## src/rtl/mux4x_nbit.sv

```systemverilog
// Registered 4-to-1 multiplexer for BUS_WIDTH-bit words with a valid flag.
// Optional input register stage is enabled by defining MUX4X_NBIT_IN_REG_EN,
// which moves the latency from 1 clk to 2 clk.
module mux4x_nbit #(
  parameter int unsigned BUS_WIDTH = 8
) (
  input  logic                 clk,
  input  logic                 rst,
  input  logic [BUS_WIDTH-1:0] a,
  input  logic [BUS_WIDTH-1:0] b,
  input  logic [BUS_WIDTH-1:0] c,
  input  logic [BUS_WIDTH-1:0] d,
  input  logic [1:0]           sel,
  input  logic                 in_valid,
  output logic [BUS_WIDTH-1:0] y,
  output logic                 out_valid
);

  // Signals that feed the output stage.
  logic [BUS_WIDTH-1:0] s_a, s_b, s_c, s_d;
  logic [1:0]           s_sel;
  logic                 s_vld;

`ifdef MUX4X_NBIT_IN_REG_EN
  logic [BUS_WIDTH-1:0] a_q, b_q, c_q, d_q;
  logic [1:0]           sel_q;
  logic                 vld_q;

  // Input stage: capture every cycle; valid qualifies the word downstream.
  always_ff @(posedge clk or posedge rst) begin
    if (rst) begin
      a_q   <= '0;
      b_q   <= '0;
      c_q   <= '0;
      d_q   <= '0;
      sel_q <= '0;
      vld_q <= 1'b0;
    end else begin
      a_q   <= a;
      b_q   <= b;
      c_q   <= c;
      d_q   <= d;
      sel_q <= sel;
      vld_q <= in_valid;
    end
  end

  assign s_a   = a_q;
  assign s_b   = b_q;
  assign s_c   = c_q;
  assign s_d   = d_q;
  assign s_sel = sel_q;
  assign s_vld = vld_q;
`else
  assign s_a   = a;
  assign s_b   = b;
  assign s_c   = c;
  assign s_d   = d;
  assign s_sel = sel;
  assign s_vld = in_valid;
`endif

  logic [BUS_WIDTH-1:0] mux_d;
  logic [BUS_WIDTH-1:0] y_q, y_d;
  logic                 out_valid_q, out_valid_d;

  // Select decode; only the chosen source reaches mux_d, so X elsewhere is masked.
  always_comb begin
    mux_d = '0;
    case (s_sel)
      2'd0:    mux_d = s_a;
      2'd1:    mux_d = s_b;
      2'd2:    mux_d = s_c;
      default: mux_d = s_d;
    endcase
  end

  // Next state: capture on valid, otherwise hold data and drop the flag.
  always_comb begin
    y_d         = y_q;
    out_valid_d = s_vld;
    if (s_vld) begin
      y_d = mux_d;
    end
  end

  // Output register with asynchronous clear.
  always_ff @(posedge clk or posedge rst) begin
    if (rst) begin
      y_q         <= '0;
      out_valid_q <= 1'b0;
    end else begin
      y_q         <= y_d;
      out_valid_q <= out_valid_d;
    end
  end

  assign y         = y_q;
  assign out_valid = out_valid_q;

endmodule

```

## config.mk

```make
export PLATFORM = sky130hd
export DESIGN_NAME = mux4x_nbit
export DESIGN_NICKNAME = d
export VERILOG_FILES = /design/src/rtl/mux4x_nbit.sv
export SDC_FILE = /design/constraint.sdc
export NUM_CORES = 1
export LEC_CHECK = 0
export ABC_AREA = 0
export CORE_MARGIN = 1.5
export CORE_UTILIZATION = 31
export DETAILED_ROUTE_END_ITERATION = 10
export HOLD_SLACK_MARGIN = 0.15
export PLACE_DENSITY = 0.89
export RECOVER_POWER = 100
export SLEW_MARGIN = 40
export SYNTH_ARGS = -nofsm -noshare
export SYNTH_HDL_FRONTEND = slang
export SYNTH_SLANG_ARGS = --single-unit
```

## constraint.sdc

```tcl
create_clock -name clk -period 0.8 [get_ports clk]
set_input_delay 0.24 -clock clk [delete_from_list [all_inputs] [get_ports clk]]
set_output_delay 0.24 -clock clk [all_outputs]
set_load 0.01 [all_outputs]
```

==> After elaboration in Yosys (flattened, before gate mapping) <==
Cells that the tools add are included.
{ "word_totals": {"regBits": 9, "out_inout_bits": 9} }
{ "classes": {"n_eq_ne": 2, "n_mux": 1, "n_reduce_logical": 1} }
{ "ops": {"columns": ["operator", "count"], "rows": [
  ["$pmux W8 S3", 1],
  ["$eq A2 B1 Y1 const B", 1],
  ["$eq A2 B2 Y1 const B", 1],
  ["$logic_not A2 Y1", 1]
]} }

==> Longest topological paths before layout <==
{ "depth": {"word_depth": 2, "ltp_mapped": 4, "depth_no_buf": 2} }

==> Worst setup path after synthesis <==
Ideal clock, no wire load.
{ "synth_timing": {"kind": "input to register", "start": "input port sel[1]", "end": "register y_q[0] (netlist: y[0])", "setup_ps": 141, "arrival_ps": 778, "required_ps": 659, "setup_slack_ps": -119, "stages": 4, "n_path_buf": 2, "path_cell_list": "buf_6 buf_12 mux2i_1 o221ai_1"} }
{ "synth_via": {"elab_chain_cells": 2, "word_cells_on_any_way": 4, "classes_between": "eq/ne (2); mux (1); reduce/logical (1)"} }
{ "synth_rtl": {"columns": ["item", "line", "text"], "rows": [
  ["start: declaration", "13", "input logic [1:0] sel,"],
  ["$eq A2 B2 Y1 (tied with other cells)", "70", "case (s_sel)"],
  ["$pmux W8 S3 (*)", "70", null],
  ["end signal: assignment", "93", "y_q <= y_d;"],
  ["end: declaration", "64", "logic [BUS_WIDTH-1:0] y_q, y_d;"]
]} }
Mark *: on every way between the ends. The rest lies on a longest branch, timed or not.
A chain may end at the register's enable or synchronous reset.

==> Worst setup path after layout <==
{ "layout_timing": {"start": "register y_q[1] (netlist: y[1])", "end": "output port y[1]"} }
{ "layout_rtl": {"columns": ["item", "line", "text"], "rows": [
  ["end: declaration", "15", "output logic [BUS_WIDTH-1:0] y,"]
]} }
No word-level cell between the ends.

==> results by group <==
GRT
  • GRT Total Usage: 18.8%
  • Pin count of the biggest net entering global routing: 10
  • First-pass GRT wire length: 2.66 mm
  • GR Overflow Total: 0
  • Number of global-route vias before repair: 607
  • Initial antenna violation count: 0

Setup path
  • Crit path to: y[1]
  • Reg-to-reg startpoint: y[5]
  • Worst R2R End: y[5]
  • Slowest stage cell on the critical path: dfrtp_1
  • WP data required: approximately 0.56 ns
  • Critical path's top delay family: flip-flops
  • Worst r2r path cells: 3
  • Worst reg-to-reg setup slack: -0.02 ns
  • CP arrival: 0.79 ns
  • Crit end category: primary output
  • Worst-path cell chain: buf_2
  • Crit path max fanout: 2
  • CP bufs+invs: 1
  • Crit. path cell count: 1
  • Setup CP Type: reg2out
  • Setup crit start: y[1]
  • Worst Setup Start Kind: flop
  • Max stage delay on crit path: 0.40 ns

STA
  • Final hold violation count: 0
  • Clk_skew: 0 ns
  • Final worst slack: -0.234 ns
  • RSZ-0062 raised after global routing: true
  • Worst-Margin Slew: 0.339 ns
  • Final Cycle Share: 129%
  • Fin Setup TNS: -2.12 ns
  • Period minus WS final: a little over 1 ns
  • Relative slew slack: ~77%
  • Final hold slack: about 0.32 ns
  • F_max: about 970 MHz
  • Final setup viols: 17
  • Max Transition Viols Final: 0

Yosys
  • FF+latch count, synth: 9
  • Ys Warns: 0
  • Seq/Total Area, Yosys: 40.6%
  • Cell Area, Synth: ~550 µm²
  • Mean Syn Cell Area: around 12 µm²
  • Library cells used by synthesis: 9
  • Syn Nets: 84
  • Cells after Synth: 47

Finish
  • Diodes inserted: 0
  • Layout cells sized above 1: 36.3%
  • Area of the multi-input gates: 407 µm²
  • Layout area overhead: 116%
  • Most common cell after layout, fill and taps aside: dlygate4sd2_1
  • Commonest non-fill, non-tap cells in the layout: 15 x dlygate4sd2_1, 13 x mux2i_1, 10 x clkdlybuf4s50_1, 9 x dfrtp_1, 9 x buf_2
  • FILL cells: 110
  • Reg area: 225 µm²
  • Core Util, Final: 70.3%
  • Nets: 140
  • Non-Filler Instances: 127

Clocking
  • Worst skew pair latency: 0.25 ns
  • CTS tree: built
  • Worst-path clk slew: 0.05 ns
  • CTS Buf Count: 3
  • Clock Sinks: 9
  • Clock Path Buffers: 2
  • H-tree depth: 1
  • Root buffer cell: clkbuf_4

Route
  • Met1 WL: 786 µm
  • Initial DRC count: 12
  • Drt total wl: 1.99 mm
  • Total number of vias: 603
  • DR WL met2: slightly above 1 mm
  • Max Used Layer: met4
  • Met3 wire len: 177 µm
  • DR vias/cell: 4.75
  • Average routed wire per standard cell: 15.6 µm
  • DRC: 0
  • Pre-antenna DRT Iters: 3
  • Post-route antenna net violation count: 0

Place
  • Routability cong.: 0.705
  • Pre-CTS setup slack: -0.652 ns
  • Port Buffers: 45
  • Post-Place Cells: 118
  • DP Wirelength: 1.37 mm

Die
  • Initial Utilization: approximately 32%
  • Die Height: 45.3 µm
  • Die Width: about 45 µm
  • Core area: around 1700 µm²
  • Die Footprint: 2050 µm²
  • Row count: 15
  • Io pins: 46

Pwr
  • Maximum VDD drop: 1.11 mV
  • P_leak: 0.618 nW
  • P per Cell Area: 1210 nW/µm²

Status
  • Status: complete, but fails checks
  • Failing checks: negative setup slack

Min path
  • HP Class: in2reg

Run
  • Max-cap violations: 0
[where the power goes]
| group | switching (mW) | internal (mW) |
|---|---|---|
| Clock | 0.146 | 0.191 |
| Sequential | 0.0296 | 0.509 |
| Combinational | 0.233 | 0.347 |
| Total | 0.409 | 1.05 |
[cells in the mapped netlist (all sizes together)]
library cell / number / area (µm²)
dfrtp: 9 / 225
buf: 3 / 35.0
nand2b: 9 / 56.3
nand2: 1 / 3.75
mux2i: 16 / 160
o221ai: 8 / 70.1
inv: 1 / 3.75
[through the flow]
stage / area, µm² / power, mW
finish: 1200 / 1.46
global route: 1200 / 1.56
CTS: 1100 / 1.39
detailed placement: 1040 / 1.05
global placement: 1040 / 1.03
floorplan: 563 / 0.727
[flip-flops by register name, summed over array words and instances (netlist names)]
| register | count |
|---|---|
| y | 8 |
| out_valid | 1 |
[cell type report]
| type | instances | area share, % |
|---|---|---|
| Inverter | 1 | 0.313 |
| Sequential cell | 9 | 18.8 |
| Multi-Input combinational cell | 34 | 33.9 |
| Clock buffer | 4 | 2.19 |
| Tap cell | 25 | 2.61 |
| Timing Repair Buffer | 54 | 42.2 |
[worst min path at each step]
stage          start         to  slack (ns)  cells past startpoint
4_1_cts          rst       y[4]        0.24                      2
2_1_floorplan    rst  out_valid        0.07                      1
6_report        d[7]       y[7]        0.32                      3
5_1_grt         d[7]       y[7]        0.31                      3
3_5_place_dp    y[0]       y[0]        0.49                      2
3_3_place_gp    y[1]       y[1]        0.48                      2
[logic make-up after synthesis]
kind of cell,synth area share [%]
AOI/OAI and AO/OA,12.6
buffers and inverters,7.00
DFF,40.6
muxes,28.9
and+or+nand+nor,10.8
[per-layer routing]
layer  vias up  global-route usage [%]
met1       281                    20.1
met3         4                    7.60
met4         0                    6.47
met2        30                    33.1
li1        288                       -
met5         -                       0
[what timing repair did]
item                                    in CTS  in global routing
gates cloned                                 1                  0
hold buffers                                 0                  0
resized for setup                           66                 24
pin swaps                                    5                  2
endpoints found under the setup margin      17                 17
buffers inserted                             3                  1
Power figures use the tool's default switching activity.
